$ cat config.mk
export PLATFORM = sky130hd
export DESIGN_NAME = cell_sweeper
export DESIGN_NICKNAME = d
export VERILOG_FILES = /design/src/rtl/cell_sweep_pkg.sv /design/src/rtl/cell_sweep_misr.sv /design/src/rtl/cell_sweeper.sv
export SDC_FILE = /design/constraint.sdc
export NUM_CORES = 1
export LEC_CHECK = 0
export ABC_CLOCK_PERIOD_IN_PS = 2800
export CELL_PAD_IN_SITES_DETAIL_PLACEMENT = 1
export CELL_PAD_IN_SITES_GLOBAL_PLACEMENT = 1
export CORE_MARGIN = 2
export CORE_UTILIZATION = 30
export DETAILED_ROUTE_END_ITERATION = 6
export PLACE_DENSITY_LB_ADDON = 0.12
export SETUP_SLACK_MARGIN = 0.02
export SLEW_MARGIN = 40
export SYNTH_ARGS = -nofsm -noshare
export SYNTH_HDL_FRONTEND = slang
export SYNTH_HIERARCHICAL = 1
export SYNTH_SLANG_ARGS = --single-unit
$ cat constraint.sdc
create_clock -name clk -period 2.8 [get_ports clk]
set_input_delay 0.28 -clock clk [delete_from_list [all_inputs] [get_ports clk]]
set_output_delay 0.28 -clock clk [all_outputs]
set_load 0.05 [all_outputs]
$ cat src/rtl/cell_sweep_pkg.sv
// cell_sweep_pkg: shared widths, FSM state encoding and MISR step function for cell_sweeper.
// Rev 1.0
`default_nettype none

package cell_sweep_pkg;

  localparam int PAGE_W = 4;
  localparam int IN_W   = 6;
  localparam int OUT_W  = 8;
  localparam int SIG_W  = 16;

  typedef enum logic [2:0] {
    IDLE   = 3'd0,
    DRIVE  = 3'd1,
    SAMPLE = 3'd2,
    EMIT   = 3'd3,
    FINISH = 3'd4
  } state_t;

  // Shift left with polynomial feedback, then fold the sampled byte into the low bits.
  function automatic logic [SIG_W-1:0] misr_step(input logic [SIG_W-1:0] sig,
                                                 input logic [SIG_W-1:0] poly,
                                                 input logic [OUT_W-1:0] data);
    return {sig[SIG_W-2:0], 1'b0}
         ^ (sig[SIG_W-1] ? poly : {SIG_W{1'b0}})
         ^ {{(SIG_W-OUT_W){1'b0}}, data};
  endfunction

endpackage

`default_nettype wire

$ cat src/rtl/cell_sweep_misr.sv
// cell_sweep_misr: 16-bit MISR with seed load and enable, compressing one byte per enabled cycle.
// Rev 1.0
`default_nettype none

module cell_sweep_misr
  import cell_sweep_pkg::*;
#(
  parameter logic [SIG_W-1:0] SEED = 16'hFFFF,
  parameter logic [SIG_W-1:0] POLY = 16'h1021
) (
  input  logic             clk,
  input  logic             rst_n,
  input  logic             load,
  input  logic             en,
  input  logic [OUT_W-1:0] data,
  output logic [SIG_W-1:0] sig
);

  always_ff @(posedge clk or negedge rst_n) begin
    if (!rst_n) begin
      sig <= '0;
    end else if (load) begin
      sig <= SEED;
    end else if (en) begin
      sig <= misr_step(sig, POLY, data);
    end
  end

endmodule

`default_nettype wire

$ cat src/rtl/cell_sweeper.sv
// cell_sweeper: walks pages x 64 input vectors on cell_mux, compressing sampled outputs into a MISR.
// Optional CELL_SWEEP_STREAM_EN adds a valid/ready port emitting each sampled {input, output} pair.
// Rev 1.0
`default_nettype none

module cell_sweeper
  import cell_sweep_pkg::*;
#(
  parameter int unsigned      PAGE_FIRST    = 0,
  parameter int unsigned      PAGE_LAST     = 15,
  parameter int unsigned      SETTLE_CYCLES = 2,
  parameter logic [SIG_W-1:0] SIG_SEED      = 16'hFFFF,
  parameter logic [SIG_W-1:0] SIG_POLY      = 16'h1021
) (
  input  logic              clk,
  input  logic              rst_n,
  input  logic              start,
  input  logic              abort,
  output logic [PAGE_W-1:0] page_o,
  output logic [IN_W-1:0]   in_o,
  input  logic [OUT_W-1:0]  out_i,
  output logic              busy,
  output logic              done,
  output logic [SIG_W-1:0]  signature
`ifdef CELL_SWEEP_STREAM_EN
  ,
  output logic              st_valid,
  output logic [13:0]       st_data,
  input  logic              st_ready
`endif
);

  localparam int CNT_W = (SETTLE_CYCLES > 1) ? $clog2(SETTLE_CYCLES) : 1;
  localparam logic [CNT_W-1:0]  CNT_LAST = CNT_W'(SETTLE_CYCLES - 1);
  localparam logic [PAGE_W-1:0] PG_FIRST = PAGE_W'(PAGE_FIRST);
  localparam logic [PAGE_W-1:0] PG_LAST  = PAGE_W'(PAGE_LAST);

  state_t           state;
  logic [CNT_W-1:0] settle_cnt;
  logic             last_vec;
  logic             misr_load;
  logic             misr_en;

  assign last_vec  = (page_o == PG_LAST) && (in_o == '1);
  assign misr_load = (state == IDLE) && start && !abort;
  assign misr_en   = (state == SAMPLE) && !abort;

`ifdef CELL_SWEEP_STREAM_EN
  logic last_pending;
`endif

  always_ff @(posedge clk or negedge rst_n) begin
    if (!rst_n) begin
      state      <= IDLE;
      page_o     <= '0;
      in_o       <= '0;
      busy       <= 1'b0;
      done       <= 1'b0;
      settle_cnt <= '0;
`ifdef CELL_SWEEP_STREAM_EN
      st_valid     <= 1'b0;
      st_data      <= '0;
      last_pending <= 1'b0;
`endif
    end else if (abort && (state != IDLE)) begin
      state      <= IDLE;
      page_o     <= '0;
      in_o       <= '0;
      busy       <= 1'b0;
      done       <= 1'b0;
      settle_cnt <= '0;
`ifdef CELL_SWEEP_STREAM_EN
      st_valid   <= 1'b0;
`endif
    end else begin
      case (state)
        IDLE: begin
          if (start && !abort) begin
            state      <= DRIVE;
            busy       <= 1'b1;
            page_o     <= PG_FIRST;
            in_o       <= '0;
            settle_cnt <= '0;
          end
        end
        DRIVE: begin
          if (settle_cnt == CNT_LAST) begin
            settle_cnt <= '0;
            state      <= SAMPLE;
          end else begin
            settle_cnt <= settle_cnt + 1'b1;
          end
        end
        SAMPLE: begin
          // The vector just sampled is consumed here; in_o wraps into the next page.
          if (last_vec) begin
            page_o <= '0;
            in_o   <= '0;
          end else begin
            in_o <= in_o + 1'b1;
            if (in_o == '1) page_o <= page_o + 1'b1;
          end
`ifdef CELL_SWEEP_STREAM_EN
          st_valid     <= 1'b1;
          st_data      <= {in_o, out_i};
          last_pending <= last_vec;
          state        <= EMIT;
`else
          if (last_vec) begin
            state <= FINISH;
            busy  <= 1'b0;
            done  <= 1'b1;
          end else begin
            state <= DRIVE;
          end
`endif
        end
`ifdef CELL_SWEEP_STREAM_EN
        EMIT: begin
          if (st_ready) begin
            st_valid <= 1'b0;
            if (last_pending) begin
              state <= FINISH;
              busy  <= 1'b0;
              done  <= 1'b1;
            end else begin
              state <= DRIVE;
            end
          end
        end
`endif
        FINISH: begin
          done  <= 1'b0;
          state <= IDLE;
        end
        default: begin
          state <= IDLE;
          busy  <= 1'b0;
          done  <= 1'b0;
        end
      endcase
    end
  end

  cell_sweep_misr #(
    .SEED (SIG_SEED),
    .POLY (SIG_POLY)
  ) u_misr (
    .clk   (clk),
    .rst_n (rst_n),
    .load  (misr_load),
    .en    (misr_en),
    .data  (out_i),
    .sig   (signature)
  );

endmodule

`default_nettype wire

# After elaboration in Yosys (flattened, before gate mapping)
# Index checks and enable logic that the tools add are counted.
dict set report word_totals {
  wordCells 71
  input_bits 12
  mem_count 0
  mem_bits_rw 0
  reg_bits 32
  out_inout_bits 28
  latch_bits 0
  mem_bits_ro 0
}
dict set report op_classes {
  n_eq_ne 11
  reduce_logical 20
  add_sub_neg 3
  n_lt_le_gt_ge 0
  shift 0
  bitwise 2
  n_div 0
  muxes 28
  mul 0
}
# op count
set ops {}
lappend ops {{2-to-1 mux 16 bit} 2}
lappend ops {{2-to-1 mux 6 bit} 3}
lappend ops {{2-to-1 mux 4 bit} 4}
lappend ops {{bitwise XOR 16 bit} 1}
lappend ops {{bitwise XOR 16 x 8 -> 16 bit} 1}
lappend ops {{2-to-1 mux 13 bit} 1}
lappend ops {{2-to-1 mux 3 bit} 4}
lappend ops {{case mux 6 bit (2 select lines)} 1}
lappend ops {{case mux 3 bit (3 select lines)} 1}
lappend ops {{nonzero test 3 bit} 3}
lappend ops {{2-to-1 mux 1 bit} 8}
lappend ops {{case mux 4 bit (2 select lines)} 1}
lappend ops {{AND reduction 2 bit} 4}
lappend ops {{adder 6 x 1 -> 6 bit (second input constant)} 1}
lappend ops {{equality test 6 bit (second input constant)} 1}
lappend ops {{logical AND 1 bit} 6}
lappend ops {{AND reduction 3 bit} 2}
lappend ops {{adder 4 x 1 -> 4 bit (second input constant)} 1}
lappend ops {{equality test 4 bit (second input constant)} 1}
lappend ops {{inequality test 2 x 1 -> 1 bit (second input constant)} 2}
lappend ops {{inequality test 4 x 3 -> 1 bit (second input constant)} 1}
lappend ops {{case mux 1 bit (2 select lines)} 2}
lappend ops {{OR reduction 2 bit} 2}
lappend ops {{equality test 3 x 1 -> 1 bit (second input constant)} 1}
lappend ops {{other kinds (10)} 10}

# Depth between registers and ports, before layout
dict set report depth {
  ltp_word 5
  mapped_depth 7
  ltp_nobuf 5
}

# Cells and area by module
# Netlist, hierarchy kept.
# module area_per_inst_um2 seq_area_each_um2 cells_per_inst n_inst
set modules_own_cells {}
lappend modules_own_cells {cell_sweeper 852.1 400.4 86 1}
lappend modules_own_cells {cell_sweep_misr 758.2 400.4 62 1}

# Worst setup path after synthesis
# OpenSTA, ideal clock, no wires.
dict set report synth_path {
  path_type {register to register}
  startpoint {reg state[0]}
  endpoint {reg u_misr.sig[12]}
  path_stages_with_launch 8
  slack_ns 0.850
  period_less_slack_ns 1.950
  n_path_buf 3
  t_arrival_ns 1.827
  setup_ns 0.124
  required_ns 2.676
  cell_sequence {dfrtp_1 > buf_6 > or4b_1 > buf_2 > inv_1 > buf_2 > nor2b_1 > a211o_1}
}
dict set report synth_via {
  word_cells_on_any_way 7
  cone_classes {eq/ne (1); mux (1); reduce/logical (5)}
}
# item line
set synth_lines {}
lappend synth_lines {{start, declared} cell_sweeper.sv:38} ;# state_t state;
lappend synth_lines {{start signal, assigned} cell_sweeper.sv:54} ;# state <= IDLE;
lappend synth_lines {{start signal, assigned} cell_sweeper.sv:66} ;# state <= IDLE;
lappend synth_lines {{start signal, assigned} cell_sweeper.sv:79} ;# state <= DRIVE;
lappend synth_lines {{equality test 3 x 2 -> 1 bit} cell_sweeper.sv:46} ;# assign misr_en = (state == SAMPLE) && !abort;
lappend synth_lines {{logical AND 1 bit} cell_sweeper.sv:46}
lappend synth_lines {{via misr_en} cell_sweeper.sv:42} ;# logic misr_en;
lappend synth_lines {{nonzero test 2 bit (no source line)} -}
lappend synth_lines {{end signal, assigned} cell_sweep_misr.sv:25} ;# sig <= misr_step(sig, POLY, data);
lappend synth_lines {{end, declared} cell_sweep_misr.sv:16} ;# output logic [SIG_W-1:0] sig
# The timed path passes the listed nets, and every way through them passes these cells.
# A chain may end at the register's enable or synchronous reset.

# Final worst setup path
dict set report layout_path {
  startpoint {reg state[0]}
  endpoint {reg u_misr.sig[13]}
}
# Same word-level chain as after synthesis.

==> out/metrics.yaml <==
status: "finished, final reports clean"
hold_viol_final: 0
via_count: 1301
cts_root_buf: "clkbuf_8"
pwr-share-comb: 0.275
nNetsFinal: 205
ir_drop_uv: 308
grt_pass1_vias: 1379
die_y_um: 77.3
crit_chain: "or4b_1 -> inv_1 -> buf_12 -> nor2b_1 -> a211o_1"
powerDensity_nw_per_um2: 575
antenna_found_initial: 0
synth-seq-area-share: 0.497
skew_ns: 0.00483
tns_ns: 0
async_reset_ff_frac: 1.00
chipWidth_um: 77.3
dpl_cell_area_um2: 2100
cp-end-kind: "flip-flop"
worstPathRequired_ns: 2.97
swShare: 0.332
syn_area_um2: 1610
ys_seq_elements: 32
core_um2: 5140
grt_util_all_layers: 0.153
power_leakage_nw: 0.852
cts_max_level: 2
drt_wl_total_um: 4150
antenna_cells: 0
hpwl_um: 2920
post-route-period-util: 0.726
grt_overflow_total: 0
final_common_cell: "clkdlybuf4s50_1"
min_period_ns: 2.03
crit_type: "reg2reg"
slew_headroom: 0.648
rsz0062_at_grt: "false"
numCtsBuffers: 5
worst_slew_pin_slew_ns: 0.526
drcViolationCount: 0
clk_latency_ns: 0.29
synth_edf_count: 0
viasPerCell: 4.97
slowest_delay_ns: 0.69
start_util: 0.313
drtIter0Drc: 33
pwr-share-seq: 0.429
switching_power_uw: 418
max_freq_mhz: 492
area_delta_synth_final_pct: 35.9
synthFlopType: "dfrtp_1"
ys_types: 39
post-route-util: 0.426
ctsResizeCount: 0
crit_arrival_ns: 2.20
clock-sinks: 32
fin_ws_ns: 0.768
grt_pass1_wl_um: 7080
syn-num-nets: 162
num_rows: 26
cts_setup_buffers: 0
slowest_stage: "or4b_1"
fillCellCount: 596
fin_area_um2: 2190
syn_area_per_cell_um2: 10.9
clkTransAtPathRegs_ns: 0.07
place_ws_ns: 0.527
setup_viol: 0
io_pins: 40
r2r_cells: 5
portBuffers: 39
final_max_slew_viol_count: 0
cap_violations: 0
synth_cells: 148
wl_per_cell_um: 15.9
grt_max_degree: 38
p_int_uw: 841
postCtsHoldBufs: 0
globalplace.congestion: 0.767
drt_pass1_iterations: 4
drive_gt1_frac: 0.0938
ant_nets: 0
p_clk_frac: 0.295
crit_fanout: 37
die_area_um2: 5970
startpoint_type: "flip-flop"
cts_tree: "done"
clockBufferDepth: 2
final_cell_mix: "clkdlybuf4s50_1 (39), dfrtp_1 (32), nor2b_1 (17)"
yosys_warnings: 6
power_mw: 1.26
min_path_type: "in2async"
-- metrics by stage --
step	hold slack [ns]	cells
global placement	0.493	254
CTS	0.421	262
floorplan	-0.0156	148
global route	0.458	262
finish	0.405	262
detailed placement	0.498	254
-- per-layer routing --
layer / track usage / wire length [um] / vias up
met5: 0 / 0 / -
met4: 0.0482 / 44 / 0
met3: 0.0541 / 193 / 4
met2: 0.247 / 2020 / 28
met1: 0.192 / 1900 / 650
li1: - / - / 619
-- synthesized netlist by cell type, types with 2 or more instances --
library cell / n / area [um^2]
xor2_1: 9 / 78.8
nand2_1: 10 / 37.5
a22o_1: 2 / 17.5
nor2_1: 6 / 22.5
ha_1: 2 / 25.0
nor2b_1: 17 / 106
nand3_1: 10 / 50.1
inv_1: 2 / 7.51
dfrtp_1: 32 / 801
a211o_1: 16 / 140
buf_2: 5 / 25.0
o21ai_0: 9 / 45.0
o21bai_1: 2 / 15.0
-- registers in the layout, summed over array words and instances, names as in the netlist --
signal	count
done	1
in_o	6
page_o	4
settle_cnt	1
state	3
busy	1
u_misr/sig	16
-- worst paths after layout --
check / from / to / slack, ns
max in group asynchronous: rst_n / u_misr/sig[11] / 2.09
setup / recovery: state[0] / u_misr/sig[13] / 0.77
setup reg to reg: state[0] / u_misr/sig[13] / 0.77
hold / removal: rst_n / u_misr/sig[4] / 0.41
min in group clk: u_misr/sig[9] / u_misr/sig[10] / 0.51
hold reg to reg: u_misr/sig[9] / u_misr/sig[10] / 0.51
-- worst max-delay path: cells and delay by family, from the launching register on --
family	cells	cell delay [ns]
simple gates	2	0.75
flops	1	0.49
buf+inv	2	0.38
compound gates	1	0.27
-- kinds of logic (layout without fill, tap and decap cells) --
| logic type | Yosys count | after routing | share of synthesized area |
|---|---|---|---|
| AND/OR/NAND/NOR | 52 | 52 | 0.176 |
| AO/OA/AOI/OAI | 40 | 40 | 0.199 |
| flip-flops | 32 | 32 | 0.497 |
| XOR/XNOR | 10 | 10 | 0.0637 |
| buffers and inverters | 9 | 53 | 0.0295 |
| adder cells (fa/ha/maj) | 3 | 3 | 0.0218 |
| multiplexers | 2 | 2 | 0.0132 |
-- area by class of cell --
class                           count  area [um^2]  area share
Inverter                            2         7.51     0.00343
Clock buffer                        6         82.6      0.0377
Timing Repair Buffer               43          433       0.198
Sequential cell                    32          801       0.366
Multi-Input combinational cell    107          767       0.350
Tap cell                           70         87.6      0.0400
Clock inverter                      2         10.0     0.00457
-- power by group through the flow --
stage | sequential (mW) | clock [mW] | combinational (mW)
global route | 0.547 | 0.419 | 0.369
global placement | 0.547 | 0 | 0.343
floorplan | 0.658 | 0 | 0.112
CTS | 0.542 | 0.390 | 0.352
detailed placement | 0.551 | 0 | 0.350
finish | 0.541 | 0.372 | 0.346
(Power assumes the default switching activity.)
